<file path="config.mk">
export PLATFORM = sky130hd
export DESIGN_NAME = mult_div_unit
export DESIGN_NICKNAME = d
export VERILOG_FILES = /design/src/rtl/mult_div_unit.sv
export SDC_FILE = /design/constraint.sdc
export NUM_CORES = 1
export LEC_CHECK = 0
export CORE_MARGIN = 3
export CORE_UTILIZATION = 60
export DETAILED_ROUTE_END_ITERATION = 6
export PLACE_DENSITY = 0.81
export SKIP_CTS_REPAIR_TIMING = 1
export SLEW_MARGIN = 20
export SYNTH_ARGS = -nofsm -noshare
export SYNTH_HDL_FRONTEND = slang
export SYNTH_SLANG_ARGS = --single-unit
</file>
<file path="constraint.sdc">
create_clock -name clk -period 4.3 [get_ports clk]
set_clock_uncertainty 0.15 [all_clocks]
set_input_delay 0.86 -clock clk [delete_from_list [all_inputs] [get_ports clk]]
set_output_delay 0.86 -clock clk [all_outputs]
set_load 0.005 [all_outputs]
</file>
<file path="src/rtl/mult_div_unit.sv">
`default_nettype none
// ============================================================================
// Module   : mult_div_unit
// Brief    : Iterative signed/unsigned multiply and restoring divide with
//            internal HI/LO result registers. Optional MDU_HILO_WRITE_EN adds
//            direct HI/LO write ports (MTHI/MTLO).
// Revision : 1.0 - initial release
// ============================================================================
module mult_div_unit #(
  parameter int Data_Width  = 32,
  parameter int Count_Width = 6
) (
  input  logic                  clk,
  input  logic                  rst,
  input  logic                  start,
  input  logic [1:0]            op,
  input  logic [Data_Width-1:0] src_a,
  input  logic [Data_Width-1:0] src_b,
`ifdef MDU_HILO_WRITE_EN
  input  logic                  hilo_we,
  input  logic                  hilo_sel,
  input  logic [Data_Width-1:0] hilo_wd,
`endif
  output logic                  busy,
  output logic                  done,
  output logic                  div_by_zero,
  output logic [Data_Width-1:0] hi,
  output logic [Data_Width-1:0] lo
);

  localparam logic [Count_Width-1:0] c_LAST_COUNT = Count_Width'(Data_Width - 1);

  typedef enum logic [1:0] {
    S_IDLE  = 2'd0,
    S_RUN   = 2'd1,
    S_FIXUP = 2'd2,
    S_DONE  = 2'd3
  } state_t;

  state_t                    state_q;
  logic                      is_div_q;
  logic                      sa_q;
  logic                      sb_q;
  logic                      bzero_q;
  logic [Data_Width-1:0]     a_q;
  logic [Data_Width-1:0]     b_q;
  logic [Data_Width-1:0]     raw_a_q;
  logic [2*Data_Width-1:0]   acc_q;
  logic [Count_Width-1:0]    count_q;
  logic [Data_Width-1:0]     hi_q;
  logic [Data_Width-1:0]     lo_q;
  logic                      busy_q;
  logic                      done_q;
  logic                      dbz_q;

  logic                      w_sa;
  logic                      w_sb;
  logic [Data_Width-1:0]     w_abs_a;
  logic [Data_Width-1:0]     w_abs_b;

  logic [Data_Width:0]       sum_d;
  logic [Data_Width:0]       rem_sh_d;
  logic [Data_Width:0]       diff_d;
  logic [2*Data_Width-1:0]   acc_d;
  logic [2*Data_Width-1:0]   prod_d;
  logic [Data_Width-1:0]     quot_d;
  logic [Data_Width-1:0]     rem_d;
  logic [Data_Width-1:0]     hi_d;
  logic [Data_Width-1:0]     lo_d;

  // op[0]=1 selects the unsigned variants, so sign flags are masked by ~op[0].
  assign w_sa    = src_a[Data_Width-1] & ~op[0];
  assign w_sb    = src_b[Data_Width-1] & ~op[0];
  assign w_abs_a = w_sa ? -src_a : src_a;
  assign w_abs_b = w_sb ? -src_b : src_b;

  // One iteration: multiply keeps {partial product, multiplier}, divide keeps
  // {remainder, dividend/quotient}; both shift one bit per cycle.
  always_comb begin
    sum_d    = {1'b0, acc_q[2*Data_Width-1:Data_Width]} + {1'b0, a_q};
    rem_sh_d = acc_q[2*Data_Width-1:Data_Width-1];
    diff_d   = rem_sh_d - {1'b0, b_q};
    acc_d    = acc_q;
    if (is_div_q) begin
      if (!diff_d[Data_Width]) begin
        acc_d = {diff_d[Data_Width-1:0], acc_q[Data_Width-2:0], 1'b1};
      end else begin
        acc_d = {rem_sh_d[Data_Width-1:0], acc_q[Data_Width-2:0], 1'b0};
      end
    end else if (acc_q[0]) begin
      acc_d = {sum_d, acc_q[Data_Width-1:1]};
    end else begin
      acc_d = {1'b0, acc_q[2*Data_Width-1:1]};
    end
  end

  always_comb begin
    prod_d = (sa_q ^ sb_q) ? -acc_q : acc_q;
    quot_d = (sa_q ^ sb_q) ? -acc_q[Data_Width-1:0] : acc_q[Data_Width-1:0];
    rem_d  = sa_q ? -acc_q[2*Data_Width-1:Data_Width] : acc_q[2*Data_Width-1:Data_Width];
    hi_d   = prod_d[2*Data_Width-1:Data_Width];
    lo_d   = prod_d[Data_Width-1:0];
    if (is_div_q) begin
      if (bzero_q) begin
        hi_d = raw_a_q;
        lo_d = '1;
      end else begin
        hi_d = rem_d;
        lo_d = quot_d;
      end
    end
  end

  always_ff @(posedge clk) begin
    if (!rst) begin
      state_q  <= S_IDLE;
      is_div_q <= 1'b0;
      sa_q     <= 1'b0;
      sb_q     <= 1'b0;
      bzero_q  <= 1'b0;
      a_q      <= '0;
      b_q      <= '0;
      raw_a_q  <= '0;
      acc_q    <= '0;
      count_q  <= '0;
      hi_q     <= '0;
      lo_q     <= '0;
      busy_q   <= 1'b0;
      done_q   <= 1'b0;
      dbz_q    <= 1'b0;
    end else begin
`ifdef MDU_HILO_WRITE_EN
      if (hilo_we && !busy_q) begin
        if (hilo_sel) begin
          hi_q <= hilo_wd;
        end else begin
          lo_q <= hilo_wd;
        end
      end
`endif
      case (state_q)
        S_IDLE, S_DONE: begin
          done_q  <= 1'b0;
          state_q <= S_IDLE;
          if (start) begin
            is_div_q <= op[1];
            sa_q     <= w_sa;
            sb_q     <= w_sb;
            bzero_q  <= (src_b == '0);
            a_q      <= w_abs_a;
            b_q      <= w_abs_b;
            raw_a_q  <= src_a;
            acc_q    <= op[1] ? {{Data_Width{1'b0}}, w_abs_a}
                              : {{Data_Width{1'b0}}, w_abs_b};
            count_q  <= '0;
            dbz_q    <= 1'b0;
            busy_q   <= 1'b1;
            state_q  <= S_RUN;
          end
        end
        S_RUN: begin
          acc_q <= acc_d;
          if (count_q == c_LAST_COUNT) begin
            state_q <= S_FIXUP;
          end else begin
            count_q <= count_q + Count_Width'(1);
          end
        end
        S_FIXUP: begin
          hi_q    <= hi_d;
          lo_q    <= lo_d;
          dbz_q   <= is_div_q & bzero_q;
          busy_q  <= 1'b0;
          done_q  <= 1'b1;
          state_q <= S_DONE;
        end
        default: begin
          state_q <= S_IDLE;
        end
      endcase
    end
  end

  assign busy        = busy_q;
  assign done        = done_q;
  assign div_by_zero = dbz_q;
  assign hi          = hi_q;
  assign lo          = lo_q;

endmodule
`default_nettype wire

</file>
==> impl_metrics.json, run 1 <==
{
  "fin_setup_tns_ps": 0,
  "fmax_mhz": 258,
  "highest_layer": "met4",
  "finalMaxSlewViolations": 0,
  "holdPathEnd": "raw_a_q[15]",
  "syn-num-nets": 2428,
  "synth_flop_cell": "dfxtp_1",
  "drv_cap": 0,
  "r2r_cells": 12,
  "synthCells": 2285,
  "path_clk_slew_ps": 60,
  "setup_viol": 0,
  "yosysTopAreaCell": "dfxtp_1",
  "worst_pin_slew_ps": 1090,
  "finalCriticalPeriod_ps": 3880,
  "place_area_um2": 19000,
  "cts_sinks": 238,
  "fin_util_pct": 71.4,
  "ir_worst_vdd_mv": 0.379,
  "relSlewSlack_pct": 27.2,
  "hold_path_startpoint": "raw_a_q[15]",
  "instances_no_fill": 2759,
  "period_share_pct": 90.2,
  "yosysSeqAreaShare_pct": 27.8,
  "cts-root-buf": "clkbuf_16",
  "cp_max_fo": 31,
  "grt_max_degree": 97,
  "dieWidth_um": 175,
  "routed-via-count": 18178,
  "fin_ws_ps": 419,
  "final_cell_area_um2": 19900,
  "initial_core_util_pct": 61.3,
  "wl_met2_mm": 27.4,
  "cts_tree": "built",
  "worstReg2RegStart": "b_q[19]",
  "status": "completed",
  "dp_hpwl_mm": 48.1,
  "rows": 61,
  "required_ps": 4550,
  "synth_area_leaders": "dfxtp_1 28%, a21oi_1 6.9%, xnor2_1 5.6%",
  "core_um2": 27900,
  "fin_total_pwr_mw": 11.5,
  "p_per_area_nw_per_um2": 579,
  "worstSetupEndpointType": "flip-flop",
  "preCtsSetupSlack_ps": 163,
  "wl_met1_mm": 25.7,
  "dr.pass1.iters": 6,
  "first_iter_violations": 2507,
  "wl_met3_mm": 6.88,
  "avgRoutedWirePerCell_um": 23.1,
  "rrSetupSlack_ps": 420,
  "totalWireLength_mm": 63.9,
  "cp_data_arrival_time_ps": 4130,
  "ios": 136,
  "area_growth_pct": 16.4,
  "nets": 2502,
  "worst_path_most_repeated_cell": "o221ai_1",
  "async_flop_share_pct": 0,
  "synth_top_area_share_pct": 27.8,
  "nFillCells": 2290,
  "clk_latency_ps": 560,
  "drive_gt1_share_pct": 8.36,
  "hold_viol": 0,
  "synth_warnings": 0,
  "final_common_cell": "nor2_1",
  "grt_pass1_vias": 16711,
  "cts_made_buffers": 27,
  "drtAntennaViolNets": 0,
  "grt_pass1_wl_mm": 97.1,
  "startpoint_type": "flip-flop",
  "path_cells": "inv_1, ha_1, a21oi_1, o21ai_0, a221oi_1, o22ai_1, o221ai_1, nand2_1, buf_12, and2_1, a31oi_1, o221ai_1",
  "hold_class": "reg -> reg",
  "dp_cells": 2708,
  "grt_overflow_total": 0,
  "critPathKind": "reg -> reg",
  "layout_common_cells": "241 x nor2_1, 236 x a21oi_1, 236 x dfxtp_1",
  "cts_max_path_buffers": 3,
  "whs_ps": 305,
  "crit_slowest_cell": "o221ai_1",
  "gp_congestion": 1.01,
  "synth.distinct_cells": 86,
  "portBuffers": 135,
  "synth_edf_count": 0,
  "die_area_um2": 30600,
  "post-route-drc-count": 0,
  "antenna_found_initial": 0,
  "hold_depth": 2,
  "die_h_um": 175,
  "netlist_area_um2": 17100,
  "vias_per_cell": 6.59,
  "synth_area_per_cell_um2": 7.50,
  "p_leak_nw": 7.78,
  "rr_endpoint": "acc_q[50]",
  "rsz0062_at_grt": "false",
  "htreeDepth": 1,
  "grt.total_usage_pct": 40.1,
  "slowest_delay_ps": 530,
  "ys_seq_elements": 238
}
-- worst max path at each step --
| stage | start | endpoint | slack [ps] |
|---|---|---|---|
| global route | b_q[19] | acc_q[50] | 260 |
| CTS | b_q[19] | acc_q[50] | 480 |
| floorplan | src_b[9] | acc_q[26] | 960 |
| finish | b_q[19] | acc_q[50] | 420 |
| global placement | src_a[10] | acc_q[26] | 220 |
| detailed placement | src_a[11] | acc_q[29] | 160 |
-- cell usage after synthesis (22+ instances only) --
master,n
xnor2_1,110
ha_1,72
nor3_1,50
a21oi_1,236
o21ai_0,168
xor2_1,86
nor2_1,242
mux2i_1,47
dfxtp_1,238
o31ai_1,22
a21o_1,24
a211oi_1,97
a31oi_1,25
clkbuf_1,148
inv_1,72
mux2_2,29
nand3_1,29
o211ai_1,28
nand2_1,234
-- where the power goes --
group	total, mW	switching [mW]	internal (mW)
combinational	5.56	3.39	2.17
sequential	3.45	0.624	2.82
clock	2.54	1.03	1.51
-- layout make-up --
cell class                      count  area (um^2)  share of cell area [%]
Timing Repair Buffer              220         2000                    10.0
Multi-Input combinational cell   1799        11500                    57.4
Clock buffer                       31          711                    3.56
Inverter                           73          277                    1.39
Antenna cell                        1         2.50                  0.0125
Sequential cell                   238         4770                    23.9
Clock inverter                     19          263                    1.32
Tap cell                          378          473                    2.37
-- per-layer routing --
metal / global-route usage [%] / up-vias
met2: 61.5 / 1126
met4: 20.1 / 0
met1: 55.1 / 8525
li1: - / 8326
met3: 6.04 / 201
met5: 0 / -
-- logic make-up (layout without fill, tap and decap cells) --
family                   Yosys count  after routing  share of synthesized area (%)
AND/OR/NAND/NOR                  716            716                           19.5
adder cells (fa/ha/maj)           74             74                           5.49
other                              0              1                              0
multiplexers                      76             76                           4.65
buffers and inverters            248            343                           5.56
flip-flops                       238            238                           27.8
XOR/XNOR                         196            196                           10.0
AO/OA/AOI/OAI                    737            737                           26.9
-- sequential cells by signal (all words and copies together), names as in the netlist --
register     cells
state_q          2
raw_a_q         31
done             1
busy             1
acc_q           64
div_by_zero      1
is_div_q         1
bzero_q          1
a_q             32
b_q             32
sb_q             1
count_q          6
hi              32
lo              32
sa_q             1
-- worst max-delay path: cells and delay by family (launching register included) --
family                     cells  cell delay, ps
AOI/OAI and AO/OA              7            1900
and+or+nand+nor                2             540
adders and majority gates      1             410
buffers and inverters          2             400
DFF                            1             320
Power figures use the tool's default switching activity.
==> run 2, diff against run 1 <==
CORE_ASPECT_RATIO = 0.9   (was unset)
==> run 2 against run 1 <==
Utilization is 0.45 points lower. Non-clock buffer count decreased by 9. Wire length decreased by 3.1%. Largest cell class unchanged.
==> impl_metrics.json, run 2 (synthesis results as in run 1) <==
{
  "final_cell_area_um2": 19900,
  "totalWireLength_mm": 61.9,
  "instances_no_fill": 2732,
  "hold_depth": 2,
  "ios": 136,
  "grt.total_usage_pct": 38.9,
  "preCtsSetupSlack_ps": 96.8,
  "required_ps": 4590,
  "finalCriticalPeriod_ps": 4040,
  "cp_max_fo": 11,
  "cts-root-buf": "clkbuf_16",
  "worst_pin_slew_ps": 1100,
  "first_iter_violations": 2341,
  "hold_viol": 0,
  "grt_pass1_vias": 16526,
  "worstSetupEndpointType": "flip-flop",
  "rrSetupSlack_ps": 260,
  "initial_core_util_pct": 61.1,
  "core_um2": 28000,
  "vias_per_cell": 6.58,
  "ir_worst_vdd_mv": 0.512,
  "largest_reg_flops": 64,
  "cts_sinks": 238,
  "drive_gt1_share_pct": 7.88,
  "path_clk_slew_ps": 60,
  "dp_cells": 2681,
  "fin_setup_tns_ps": 0,
  "dr.pass1.iters": 6,
  "grt_pass1_wl_mm": 94.6,
  "setup_viol": 0,
  "grt_max_degree": 109,
  "whs_ps": 293,
  "finalMaxSlewViolations": 0,
  "r2r_cells": 11,
  "cts_max_path_buffers": 3,
  "regMostFlops": "acc_q",
  "die_h_um": 166,
  "die_area_um2": 30600,
  "gp_congestion": 1.03,
  "cp_data_arrival_time_ps": 4330,
  "fin_ws_ps": 256,
  "dieWidth_um": 184,
  "clk_latency_ps": 550,
  "hold_class": "reg -> reg",
  "drv_cap": 0,
  "startpoint_type": "flip-flop",
  "post-route-drc-count": 0,
  "status": "completed",
  "cts_made_buffers": 28,
  "routed-via-count": 17983,
  "p_leak_nw": 7.75,
  "cts_tree": "built",
  "rr_endpoint": "acc_q[36]",
  "worstReg2RegStart": "b_q[22]",
  "antenna_cells": 0,
  "dp_hpwl_mm": 46.1,
  "rsz0062_at_grt": "false",
  "layout_common_cells": "241 x nor2_1, 236 x dfxtp_1, 235 x a21oi_1",
  "p_per_area_nw_per_um2": 577,
  "avgRoutedWirePerCell_um": 22.6,
  "nets": 2494,
  "place_area_um2": 18900,
  "fmax_mhz": 247,
  "htreeDepth": 1,
  "grt_overflow_total": 0,
  "holdPathEnd": "hi[30]",
  "portBuffers": 135,
  "period_share_pct": 94.0,
  "area_growth_pct": 16.0,
  "final_common_cell": "nor2_1",
  "drtAntennaViolNets": 0,
  "relSlewSlack_pct": 26.3,
  "rows": 58,
  "critPathKind": "reg -> reg",
  "hold_path_startpoint": "hi[30]",
  "antenna_found_initial": 0
}
## run 2: cell count changes in the layout (fill, tap and decap cells not counted), moves of 2 or more
cell | before | now
buf_4 | 84 | 75
clkbuf_1 | 2 | 7
clkbuf_16 | 27 | 30
clkbuf_8 | 2 | 4
clkinv_4 | 2 | 0
inv_6 | 4 | 0
## run 2: area by class of cell
class | count | area (um^2)
Clock buffer | 41 | 832
Tap cell | 360 | 450
Timing Repair Buffer | 211 | 1930
Sequential cell | 238 | 4770
Fill cell | 2283 | 8140
Inverter | 73 | 277
Clock inverter | 10 | 159
Multi-Input combinational cell | 1799 | 11500
## run 2: how the worst max path moves through the flow
stage,start,end,slack [ps],cells after the start
after floorplan,src_b[9],acc_q[26],960,9
after global placement,src_a[13],acc_q[26],140,10
after detailed placement,src_a[13],acc_q[26],100,10
after CTS,b_q[22],acc_q[36],320,11
after global routing,b_q[22],acc_q[36],90,11
final,b_q[22],acc_q[36],260,11
## run 2: power by group
part / internal [mW] / total, mW / switching [mW]
combinational: 2.13 / 5.42 / 3.29
sequential: 2.83 / 3.49 / 0.660
clock: 1.58 / 2.56 / 0.986
## run 2: metal layers
layer | up-vias | global-route usage, % | wire (um)
met5 | - | 0 | 0
met4 | 0 | 20.4 | 3760
met3 | 178 | 6.94 | 6440
met2 | 1057 | 57.7 | 26300
met1 | 8410 | 53.9 | 25400
li1 | 8338 | - | -
## run 2: metrics by stage
stage | utilization, % | total power, mW
floorplan | - | 6.92
global placement | 67.4 | 8.64
detailed placement | 67.4 | 8.76
CTS | 70.9 | 11.3
global route | 70.9 | 12.1
finish | 70.9 | 11.5
## run 2: critical path: stages (launching register included)
cell and delay [ps]:
dfxtp_1 450, inv_1 70, ha_1 420, nand4_1 210, nor4_1 650, o211a_1 400
o21ba_2 210, or3b_1 150, and2_1 630, mux2i_1 260, nor2_1 60, a221o_1 270
